File: src/rtl/serial_subtractor_if.sv
// Start/busy/done handshake and operand/result bundle for the bit-serial subtractor.
interface serial_subtractor_if #(
  parameter int WIDTH = 8
);
  logic             start;
  logic [WIDTH-1:0] a;
  logic [WIDTH-1:0] b;
  logic             bin;
  logic             busy;
  logic             done;
  logic [WIDTH-1:0] diff;
  logic             bout;
  logic             ovf;

  modport master (
    output start, a, b, bin,
    input  busy, done, diff, bout, ovf
  );

  modport slave (
    input  start, a, b, bin,
    output busy, done, diff, bout, ovf
  );
endinterface

File: src/rtl/serial_subtractor.sv
// Bit-serial subtractor: diff = a - b - bin, one bit per clock LSB first,
// using a single full-subtractor cell and a registered borrow.
module serial_subtractor #(
  parameter int WIDTH = 8
) (
  input logic              clk,
  input logic              rst_n,
  serial_subtractor_if.slave bus
);

  localparam int CNT_W = $clog2(WIDTH);
  localparam logic [CNT_W-1:0] LAST = CNT_W'(WIDTH - 1);

  typedef enum logic {
    IDLE,
    SHIFT
  } state_t;

  state_t state, next_state;

  logic [WIDTH-1:0] a_sh;
  logic [WIDTH-1:0] b_sh;
  logic [WIDTH-2:0] res_sh;
  logic [WIDTH-1:0] res_full;
  logic [WIDTH-1:0] diff_r;
  logic [CNT_W-1:0] cnt;
  logic             br;
  logic             done_r;
  logic             bout_r;
  logic             ovf_r;
  logic             a_i;
  logic             b_i;
  logic             d_i;
  logic             br_next;
  logic             last;

  always_ff @(posedge clk or negedge rst_n) begin
    if (!rst_n) begin
      state <= IDLE;
    end else begin
      state <= next_state;
    end
  end

  always_comb begin
    next_state = state;
    case (state)
      IDLE:    if (bus.start) next_state = SHIFT;
      SHIFT:   if (last) next_state = IDLE;
      default: next_state = IDLE;
    endcase
  end

  // Full-subtractor cell; res_full is the completed result on the final edge.
  always_comb begin
    a_i      = a_sh[0];
    b_i      = b_sh[0];
    d_i      = a_i ^ b_i ^ br;
    br_next  = (~a_i & b_i) | (~(a_i ^ b_i) & br);
    last     = (cnt == LAST);
    res_full = {d_i, res_sh};
  end

  always_ff @(posedge clk or negedge rst_n) begin
    if (!rst_n) begin
      a_sh   <= '0;
      b_sh   <= '0;
      res_sh <= '0;
      diff_r <= '0;
      cnt    <= '0;
      br     <= 1'b0;
      done_r <= 1'b0;
      bout_r <= 1'b0;
      ovf_r  <= 1'b0;
    end else begin
      done_r <= 1'b0;
      if (state == IDLE) begin
        if (bus.start) begin
          a_sh <= bus.a;
          b_sh <= bus.b;
          br   <= bus.bin;
          cnt  <= '0;
        end
      end else begin
        a_sh   <= a_sh >> 1;
        b_sh   <= b_sh >> 1;
        res_sh <= res_full[WIDTH-1:1];
        br     <= br_next;
        if (!last) begin
          cnt <= cnt + CNT_W'(1);
        end else begin
          // Outputs change only here, so callers never see partial results.
          diff_r <= res_full;
          bout_r <= br_next;
          ovf_r  <= br ^ br_next;
          done_r <= 1'b1;
        end
      end
    end
  end

  assign bus.busy = (state == SHIFT);
  assign bus.done = done_r;
  assign bus.diff = diff_r;
  assign bus.bout = bout_r;
  assign bus.ovf  = ovf_r;

endmodule

File: src/flat_wrapper.sv
// flat-port wrapper written by rule: the top's interface ports become plain ports
module serial_subtractor_flat 
#(
  parameter int WIDTH = 8
)
  (clk, rst_n, bus_start, bus_a, bus_b, bus_bin, bus_busy, bus_done, bus_diff, bus_bout, bus_ovf);
  serial_subtractor_if #(.WIDTH(WIDTH)) bus_i ();
  input logic clk;
  input logic rst_n;
  input wire logic [$bits(bus_i.start)-1:0] bus_start;
  input wire logic [$bits(bus_i.a)-1:0] bus_a;
  input wire logic [$bits(bus_i.b)-1:0] bus_b;
  input wire logic [$bits(bus_i.bin)-1:0] bus_bin;
  output wire logic [$bits(bus_i.busy)-1:0] bus_busy;
  output wire logic [$bits(bus_i.done)-1:0] bus_done;
  output wire logic [$bits(bus_i.diff)-1:0] bus_diff;
  output wire logic [$bits(bus_i.bout)-1:0] bus_bout;
  output wire logic [$bits(bus_i.ovf)-1:0] bus_ovf;
  assign bus_i.start = bus_start;
  assign bus_i.a = bus_a;
  assign bus_i.b = bus_b;
  assign bus_i.bin = bus_bin;
  assign bus_busy = bus_i.busy;
  assign bus_done = bus_i.done;
  assign bus_diff = bus_i.diff;
  assign bus_bout = bus_i.bout;
  assign bus_ovf = bus_i.ovf;
  serial_subtractor #(.WIDTH(WIDTH)) u_core (.clk(clk), .rst_n(rst_n), .bus(bus_i));
endmodule
File: config.mk
export PLATFORM = sky130hd
export DESIGN_NAME = serial_subtractor_flat
export DESIGN_NICKNAME = d
export VERILOG_FILES = /design/src/rtl/serial_subtractor_if.sv /design/src/rtl/serial_subtractor.sv /design/src/flat_wrapper.sv
export SDC_FILE = /design/constraint.sdc
export NUM_CORES = 1
export LEC_CHECK = 0
export CAP_MARGIN = 30
export CORE_MARGIN = 4
export CORE_UTILIZATION = 40
export DETAILED_ROUTE_END_ITERATION = 7
export PLACE_DENSITY = 0.67
export SYNTH_ARGS = -nofsm -noshare
export SYNTH_HDL_FRONTEND = slang
export SYNTH_SLANG_ARGS = --single-unit
File: constraint.sdc
create_clock -name clk -period 1.9 [get_ports clk]
set_clock_uncertainty 0.2 [all_clocks]
set_input_delay 0.19 -clock clk [delete_from_list [all_inputs] [get_ports clk]]
set_output_delay 0.19 -clock clk [all_outputs]
set_load 0.05 [all_outputs]
# After elaboration in Yosys (flattened, before gate mapping)
# Cells that the tools add are included.
classes:
  mux: 14
  bitwise_logic: 9
  reduce_logical: 3
  add_sub_neg: 1
  eq_ne: 2
op_table:
  columns: ["cell", "count"]
  rows:
  - ["two-way mux 8 bit", 4]
  - ["two-way mux 3 bit", 3]
  - ["two-way mux 1 bit", 6]
  - ["AND reduction 2 bit", 2]
  - ["adder 3 x 1 -> 3 bit (second input constant)", 1]
  - ["== test 3 bit (second input constant)", 1]
  - ["NOT 1 bit", 3]
  - ["bitwise XOR 1 bit", 3]
  - ["bitwise AND 1 bit", 2]
  - ["!= test 2 bit (second input constant)", 1]
  - ["one-hot mux 1 bit (2 select lines)", 1]
  - ["nonzero test 2 bit", 1]
  - ["OR 1 bit", 1]
word_totals:
  output_inout_bits: 12
  register_bits: 39
  inputBits: 20

# Logic depth before layout (Yosys ltp)
# Gate-level depths: netlist of the first run.
logic_depth:
  depth_word: 5
  depth_mapped: 5
  depth_no_buf: 4

# Least setup slack after synthesis of the first run
# OpenSTA, ideal clock, no wires.
synth_timing:
  path_kind: "register -> register"
  start: "reg u_core.state (netlist: u_core.bus.busy)"
  end: "reg u_core.res_sh[2]"
  arrival_ns: 1.378
  path_stages_with_launch: 4
  required_ns: 1.575
  path_slack_ns: 0.197
  synth_period_minus_slack_ns: 1.703
  setup_time_ns: 0.125
  cell_sequence: "dfrtp_1 -> buf_4 -> buf_2 -> mux2_2"
synth_rtl:
  columns: ["item", "line", "source"]
  rows:
  - ["start, declared", "serial_subtractor.sv:19", "state_t state, next_state;"]
  - ["start signal, assigned", "serial_subtractor.sv:41", "state <= next_state;"]
  - ["end signal, assigned", "serial_subtractor.sv:87", "res_sh <= res_full[WIDTH-1:1];"]
  - ["end, declared", "serial_subtractor.sv:23", "logic [WIDTH-2:0] res_sh;"]
# No word-level cell between the ends.

# Worst setup path after layout of the first run
layout_timing:
  start: "reg u_core.diff_r[6] (netlist: u_core.bus.diff[6])"
  end: "out bus_diff[6]"
layout_rtl:
  columns: ["item", "line", "source"]
  rows:
  - ["start, declared", "serial_subtractor.sv:25", "logic [WIDTH-1:0] diff_r;"]
  - ["start signal, assigned", "serial_subtractor.sv:93", "diff_r <= res_full;"]
  - ["end, declared", "flat_wrapper.sv:16", "output wire logic [$bits(bus_i.diff)-1:0] bus_diff;"]
# No word-level cell between the ends.

==> results_dict.tcl, run 1 <==
set metrics [dict create \
    status "finished, final reports clean" \
    cpMaxStageDelayCell "clkdlybuf4s50_1" \
    crit_path_end_kind "output port" \
    min_path_type "input pin to asynchronous set/reset pin" \
    die_h_um 73.4 \
    io_pins 32 \
    critPathBufInv 1 \
    required_ps 1510 \
    r2r.worst_path.cells 4 \
    numCtsBuffers 5 \
    cts_tree "yes" \
    port_buffers 31 \
    post-route-period-util 0.972 \
    cts_resized 0 \
    r2r-start "u_core.cnt[0]$_DFFE_PN0P_" \
    clockRootBuffer "clkbuf_8" \
    gp_congestion 0.753 \
    yosysSeqAreaShare 0.570 \
    core_um2 4060 \
    yosysUniqueCellTypes 20 \
    arrival_ps 1460 \
    rsz0062_at_grt "no" \
    slew_violations 0 \
    syn_area_per_cell_um2 13.2 \
    initial_core_util 0.422 \
    synth.area.top_cells "dfrtp_1 (57%), mux2i_1 (11%), mux2_4 (7.0%)" \
    layout-drive-gt1-share 0.211 \
    ant_nets 0 \
    vias 1042 \
    path_delay_family "buffers and inverters" \
    cts_sinks 39 \
    clk_pin_slew_worst_paths_ps 70 \
    fp-row-count 23 \
    reg2reg_slack_ps 120 \
    drt-total-wl_um 2900 \
    grt-ovfl-total 0 \
    die_w_um 73.4 \
    ys_ff_latch 39 \
    clk_latency_ps 290 \
    num_antenna_cells 0 \
    drtIter0Drc 53 \
    worst_setup_path_start_kind "flop" \
    ir_worst_vdd_v 0.000705 \
    post_cts_buffers 0 \
    yosys.area.top_type "dfrtp_1" \
    vias_per_cell 4.82 \
    cts_htree_levels 2 \
    setup_viol 0 \
    drv_cap 0 \
    synth_area_um2 1710 \
    wl_per_cell_um 13.4 \
    syn2layout_area_growth_pct 27.2 \
    grtUsageTotal 0.125 \
    synthCells 130 \
    yosysWarnings 0 \
    dp.final_hpwl_um 2040 \
    p_leak_uw 0.00104 \
    yosysTopAreaCellShare 0.570 \
    clockBufferDepth 2 \
    hold_viol_final 0 \
    power_density_nw_per_um2 1720 \
    drtPass1Iterations 4 \
    n_fill_cell 348 \
    layout_commonest_cell "dfrtp_1" \
    drc 0 \
    max_slew_margin 0.668 \
    grt_max_degree 46 \
    layout.nets 188 \
    synth.net_count 153 \
    critPathKind "flop to output port" \
    holdBufCountCts 1 \
    fin_crit_ps 1850 \
    r2r-end "u_core.bus.ovf$_DFFE_PN0P_" \
    tightest_slew_ps 496 \
    path_cells "clkdlybuf4s50_1" \
    grt_pass1_vias 1164 \
    critPathMaxFanout 2 \
    dieArea_um2 5390 \
    final_cell_mix "dfrtp_1 (39), clkdlybuf4s50_1 (26), mux2i_1 (19), nand2_1 (14), o21ai_0 (14)" \
    antenna_found_initial 0 \
    fmax_mhz 542 \
    cpPeakStageDelay_ps 810 \
    grt_pass1_wl_um 5110 \
    fin_area_um2 2180 \
    place_area_um2 2070 \
    fin_setup_tns_ps 0 \
]
[cell type report]
cell class                 count  area (um2)  share of cell area
tap                           50        62.6              0.0287
clock buffer                   8         100              0.0460
multi-input combinational     79         663               0.305
timing repair buffer          36         360               0.166
sequential                    39         976               0.448
inverter                       4        15.0             0.00690
[power breakdown]
group	total, uW	internal, uW	leakage (uW)	switching, uW
Combinational	1740	811	0.000502	926
Sequential	1410	1200	0.000487	216
Clock	603	331	0.0000515	272
Total	3760	2340	0.00104	1420
[cells by family after synthesis]
| family | Yosys count | share of synthesized area |
|---|---|---|
| multiplexers | 37 | 0.247 |
| AND/OR/NAND/NOR | 19 | 0.0453 |
| XOR/XNOR | 2 | 0.0102 |
| AO/OA/AOI/OAI | 18 | 0.0585 |
| flip-flops | 39 | 0.570 |
| adder cells (fa/ha/maj) | 3 | 0.0263 |
| buffers and inverters | 12 | 0.0424 |
[metrics by stage]
stage          utilization  std cells  total power (uW)  hold WS (ps)  setup slack [ps]
3_3_place_gp         0.509        207              3100          60.6               167
6_report             0.537        216              3760           277              53.3
4_1_cts              0.537        216              3820           290              34.5
5_1_grt              0.537        216              4010           320              6.46
2_1_floorplan            -        130              2680          -306               197
3_5_place_dp         0.509        207              3200          72.9               113
[cells in the mapped netlist]
library cell   n
buf_4          1
a21o_1         1
mux2_2        10
fa_1           1
mux2_4         8
o21ai_0       14
dfrtp_1       39
buf_6          3
nor2_1         3
nand2_1       14
a21oi_1        1
inv_1          4
xnor2_1        2
a22o_1         2
nor3b_1        1
buf_2          1
clkbuf_1       3
mux2i_1       19
nand2_2        1
ha_1           2
[sequential cells by signal, indices dropped and copies added (netlist names)]
signal / count
u_core.a_sh: 8
u_core.b_sh: 8
u_core.br: 1
u_core.bus.bout: 1
u_core.bus.busy: 1
u_core.bus.diff: 8
u_core.bus.done: 1
u_core.bus.ovf: 1
u_core.cnt: 3
u_core.res_sh: 7
[layer usage]
| metal | share of wire | routed length, um | global-route usage |
|---|---|---|---|
| met5 | 0 | 0 | 0 |
| met1 | 0.42 | 1230 | 0.134 |
| met2 | 0.49 | 1430 | 0.215 |
| met3 | 0.061 | 177 | 0.0438 |
| met4 | 0.020 | 58 | 0.0664 |
[worst max-delay path by stage]
stage | from | endpoint | depth (start not counted)
after CTS | u_core.bus.diff[6]$_DFFE_PN0P_ | bus_diff[6] | 1
final | u_core.bus.diff[6]$_DFFE_PN0P_ | bus_diff[6] | 1
after global routing | u_core.bus.diff[6]$_DFFE_PN0P_ | bus_diff[6] | 1
after detailed placement | u_core.cnt[0]$_DFFE_PN0P_ | u_core.bus.ovf$_DFFE_PN0P_ | 4
after global placement | u_core.cnt[0]$_DFFE_PN0P_ | u_core.bus.ovf$_DFFE_PN0P_ | 4
after floorplan | u_core.bus.busy$_DFF_PN0_ | u_core.res_sh[2]$_DFFE_PN0P_ | 3
Power figures use the tool's default switching activity.
==> inputs of run 2 (changes only) <==
- CTS_BUF_LIST: default -> sky130_fd_sc_hd__clkbuf_16
==> run 2 against run 1 <==
Cell count did not move. Die area did not move. Highest routed layer unchanged. Register-to-register slack barely moved. Maximum frequency rose by 0.97%. Non-clock buffer count did not move. Hold slack improved by 4.5 ps. Worst setup slack improved by 18 ps.
==> results_dict.tcl, run 2 (synthesis gave the netlist of run 1 again) <==
set metrics [dict create \
    cts_htree_levels 2 \
    drt-total-wl_um 2920 \
    layout-drive-gt1-share 0.199 \
    min_path_type "flop to flop" \
    ir_worst_vdd_v 0.000619 \
    initial_core_util 0.422 \
    r2r-end "u_core.bus.ovf$_DFFE_PN0P_" \
    syn2layout_area_growth_pct 29.3 \
    clockRootBuffer "clkbuf_16" \
    vias_per_cell 4.82 \
    hold-worst-slack_ps 282 \
    drtPass1Iterations 3 \
    setup.worst_path.start "u_core.bus.diff[6]$_DFFE_PN0P_" \
    r2r.worst_path.cells 4 \
    r2r-start "u_core.cnt[0]$_DFFE_PN0P_" \
    arrival_ps 1440 \
    dp.final_hpwl_um 2040 \
    cts_tree "yes" \
    fin_cells 216 \
    cts_sinks 39 \
    rsz0062_at_grt "no" \
    worst_setup_path_start_kind "flop" \
    utilization 0.545 \
    switching_share 0.368 \
    grtUsageTotal 0.127 \
    final_cell_mix "dfrtp_1 (39), clkdlybuf4s50_1 (26), mux2i_1 (19), nand2_1 (14), o21ai_0 (14)" \
    grt-ovfl-total 0 \
    die_w_um 73.4 \
    fp-row-count 23 \
    port_buffers 31 \
    critPathBufInv 1 \
    clk_pin_slew_worst_paths_ps 50 \
    dp_cells 207 \
    hold_path_startpoint "u_core.a_sh[2]$_DFFE_PN0P_" \
    route.met3.wl_um 191 \
    fin_setup_tns_ps 0 \
    p_leak_uw 0.00106 \
    gp_congestion 0.753 \
    n_fill_cell 338 \
    power_density_nw_per_um2 1770 \
    clkPwrFrac 0.196 \
    core_um2 4060 \
    top_layer "met4" \
    p_sw_uw 1440 \
    wl_per_cell_um 13.5 \
    seq_power_share 0.361 \
    die_h_um 73.4 \
    crit_path_end_kind "output port" \
    max_slew_margin 0.668 \
    clockBufferDepth 2 \
    layout_commonest_cell "dfrtp_1" \
    vias 1042 \
    min_to "u_core.a_sh[1]$_DFFE_PN0P_" \
    antenna_found_initial 0 \
    critPathMaxFanout 2 \
    setup_viol 0 \
    cpMaxStageDelayCell "clkdlybuf4s50_1" \
    required_ps 1510 \
    wirelength_met1_um 1240 \
    tightest_slew_ps 496 \
    drtIter0Drc 43 \
    dp_slack_ps 113 \
    dieArea_um2 5390 \
    status "finished, final reports clean" \
    io_pins 32 \
    drc 0 \
    numCtsBuffers 5 \
    grt_pass1_vias 1184 \
    internal_power_uw 2480 \
    clk_latency_ps 280 \
    hold_viol_final 0 \
    ant_nets 0 \
    path_delay_family "buffers and inverters" \
    fmax_mhz 547 \
    grt_pass1_wl_um 5110 \
    reg2reg_slack_ps 120 \
    slew_violations 0 \
    cpPeakStageDelay_ps 810 \
    path_depth 1 \
    critPathKind "flop to output port" \
    path_cells "clkdlybuf4s50_1" \
    fin_crit_ps 1830 \
    layout.nets 188 \
    drv_cap 0 \
    num_antenna_cells 0 \
    post_cts_buffers 0 \
    wl_met2_um 1410 \
    min_path_cells 2 \
    setup_slack_ps 71.0 \
    grt_max_degree 46 \
    post-route-period-util 0.963 \
    comb_power_share 0.443 \
]
[run 2: worst max path at each step]
stage	to	slack, ps
final	bus_diff[6]	70
after global routing	u_core.bus.ovf$_DFFE_PN0P_	30
after CTS	bus_diff[6]	60
after detailed placement	u_core.bus.ovf$_DFFE_PN0P_	110
after global placement	u_core.bus.ovf$_DFFE_PN0P_	170
after floorplan	u_core.res_sh[2]$_DFFE_PN0P_	200
[run 2: routing by layer]
layer | GRT usage | vias up
met5 | 0 | -
met4 | 0.0724 | 0
met3 | 0.0438 | 8
met2 | 0.221 | 29
met1 | 0.131 | 492
li1 | - | 513
[run 2: power groups by stage]
stage / clock, uW / combinational [uW] / sequential [uW]
6_report: 768 / 1740 / 1420
5_1_grt: 830 / 1890 / 1470
4_1_cts: 791 / 1770 / 1430
3_5_place_dp: 0 / 1760 / 1440
3_3_place_gp: 0 / 1690 / 1410
2_1_floorplan: 0 / 870 / 1810
[run 2: layout make-up]
type	count	area (um2)	area share
Sequential cell	39	976	0.441
Multi-Input combinational cell	79	663	0.300
Timing Repair Buffer	36	360	0.163
Clock buffer	5	125	0.0565
Tap cell	50	62.6	0.0283
Inverter	4	15.0	0.00678
Clock inverter	3	11.3	0.00509
[run 2: per-stage QoR]
step	area [um2]	total power, uW
6_report	2210	3930
5_1_grt	2210	4190
2_1_floorplan	1710	2680
3_3_place_gp	2070	3100
3_5_place_dp	2070	3200
4_1_cts	2210	3990
[run 2: repair_timing]
item / 4_1_cts / 5_1_grt
gates resized for setup: 0 / 0
hold endpoints to repair: 39 / 0
hold buffers: 1 / 0
==> inputs of run 3 (changes only) <==
- ABC_AREA: default -> 1
- CORE_ASPECT_RATIO: default -> 0.75
- SKIP_CTS_REPAIR_TIMING: default -> 1
==> run 3 against run 2 <==
Total power down 4.5%. Worst setup slack better by 13 ps. Flip-flop and latch count unchanged. Register-to-register slack improved by 200 ps. Highest routed layer unchanged.
==> results_dict.tcl, run 3 <==
set metrics [dict create \
    status "finished, final reports clean" \
    n_fill_cell 408 \
    drc 0 \
    dieArea_um2 5530 \
    cpPeakStageDelay_ps 800 \
    cpMaxStageDelayCell "clkdlybuf4s50_1" \
    grt-ovfl-total 0 \
    grt_pass1_wl_um 5260 \
    die_w_um 84.5 \
    min_path_cells 3 \
    power_density_nw_per_um2 1680 \
    synthArstFlopShare 1.00 \
    setup_viol 0 \
    synth.area.top_cells "dfrtp_1 (56%), nand2_1 (12%), nand3_1 (10%)" \
    yosysTopAreaCellShare 0.556 \
    fin_total_pwr_uw 3750 \
    fp-row-count 20 \
    synth.net_count 207 \
    ant_nets 0 \
    post-route-period-util 0.956 \
    dp_slack_ps 281 \
    synth_edf_count 0 \
    ys_top_cells_by_count "nand2_1 (55), dfrtp_1 (39), nand3_1 (36)" \
    setup.worst_path.start "u_core.bus.diff[4]$_DFFE_PN0P_" \
    fmax_mhz 551 \
    tightest_slew_ps 513 \
    layout_commonest_cell "nand2_1" \
    gp_congestion 0.759 \
    ir_worst_vdd_v 0.000735 \
    slew_violations 0 \
    syn_area_per_cell_um2 9.55 \
    ys_ff_latch 39 \
    synth_area_um2 1760 \
    clockRootBuffer "clkbuf_16" \
    dp.final_hpwl_um 2130 \
    core_um2 4150 \
    critPathMaxFanout 2 \
    layout-drive-gt1-share 0.168 \
    port_buffers 31 \
    antenna_found_initial 0 \
    yosysWarnings 0 \
    min_to "u_core.a_sh[7]$_DFFE_PN0P_" \
    yosysSeqAreaShare 0.556 \
    grt_max_degree 40 \
    p_leak_uw 0.00110 \
    cts_tree "yes" \
    drv_cap 0 \
    cts_sinks 39 \
    r2r-start "u_core.cnt[0]$_DFFE_PN0P_" \
    drtPass1Iterations 4 \
    clockBufferDepth 2 \
    fin_crit_ps 1820 \
    path_delay_family "buffers and inverters" \
    rsz0062_at_grt "no" \
    syn2layout_area_growth_pct 26.8 \
    worst_setup_path_start_kind "flop" \
    yosysUniqueCellTypes 16 \
    clk_pin_slew_worst_paths_ps 50 \
    grtUsageTotal 0.122 \
    critPathKind "flop to output port" \
    critPathBufInv 1 \
    path_cells "clkdlybuf4s50_1" \
    yosys.area.top_type "dfrtp_1" \
    setup_slack_ps 84.1 \
    clk_latency_ps 270 \
    min_path_type "input pin to flop" \
    num_antenna_cells 0 \
    crit_path_end_kind "output port" \
    hold_viol_final 0 \
    layout.nets 242 \
    required_ps 1510 \
    vias_per_cell 4.61 \
    synthCells 184 \
    fin_setup_tns_ps 0 \
    numCtsBuffers 5 \
    r2r-end "u_core.bus.ovf$_DFFE_PN0P_" \
    drtIter0Drc 63 \
    arrival_ps 1430 \
    max_slew_margin 0.658 \
    cts_htree_levels 2 \
    reg2reg_slack_ps 320 \
    grt_pass1_vias 1169 \
    final_cell_mix "nand2_1 (55), dfrtp_1 (39), nand3_1 (36), clkdlybuf4s50_1 (26), inv_1 (16)" \
    vias 1269 \
    synth_flop_cell "dfrtp_1" \
    wl_per_cell_um 11.0 \
    hold_path_startpoint "bus_a[7]" \
    yosysMostFrequentCell "nand2_1" \
    r2r.worst_path.cells 6 \
    io_pins 32 \
    die_h_um 65.4 \
    initial_core_util 0.423 \
    drt-total-wl_um 3030 \
]
==> run 3: area by class of cell <==
type	count	area [um2]	area share
sequential	39	976	0.438
multi-input combinational	121	631	0.283
timing repair buffer	37	355	0.160
clock buffer	5	125	0.0562
tap	55	68.8	0.0309
inverter	15	58.8	0.0264
clock inverter	3	12.5	0.00562
==> run 3: routing by layer <==
metal  wire length (um)  track usage  part of all wire
met2               1330        0.184              0.44
met1               1450        0.155              0.48
met3                203       0.0439             0.067
met4                 57       0.0593             0.019
met5                  0            0                 0
==> run 3: per-stage QoR <==
stage               hold slack [ps]  area [um2]  utilization  cells
global route                    281        2230        0.536    275
floorplan                      -306        1760            -    184
detailed placement             73.6        2080        0.501    266
global placement               75.0        2080        0.501    266
finish                          273        2230        0.536    275
CTS                            -223        2220        0.534    274
==> run 3: logic make-up (layout without fill, tap and decap cells) <==
family | after synthesis | in the layout | share of synthesized area
buf+inv | 24 | 60 | 0.0855
flops | 39 | 39 | 0.556
compound gates | 15 | 15 | 0.0598
fa+ha+maj | 3 | 3 | 0.0256
simple gates | 103 | 103 | 0.274
==> run 3: worst max-delay path by stage <==
| stage | to | cells after the start |
|---|---|---|
| final | bus_diff[4] | 1 |
| after global routing | bus_diff[4] | 1 |
| after CTS | bus_diff[3] | 1 |
| after detailed placement | u_core.a_sh[2]$_DFFE_PN0P_ | 4 |
| after global placement | u_core.a_sh[2]$_DFFE_PN0P_ | 4 |
| after floorplan | u_core.b_sh[1]$_DFFE_PN0P_ | 5 |
==> run 3: power by group <==
group / internal [uW] / total, uW / switching [uW] / leakage (uW)
sequential: 1190 / 1410 / 227 / 0.000497
combinational: 576 / 1570 / 990 / 0.000525
clock: 473 / 771 / 298 / 0.0000762
total: 2240 / 3750 / 1520 / 0.00110
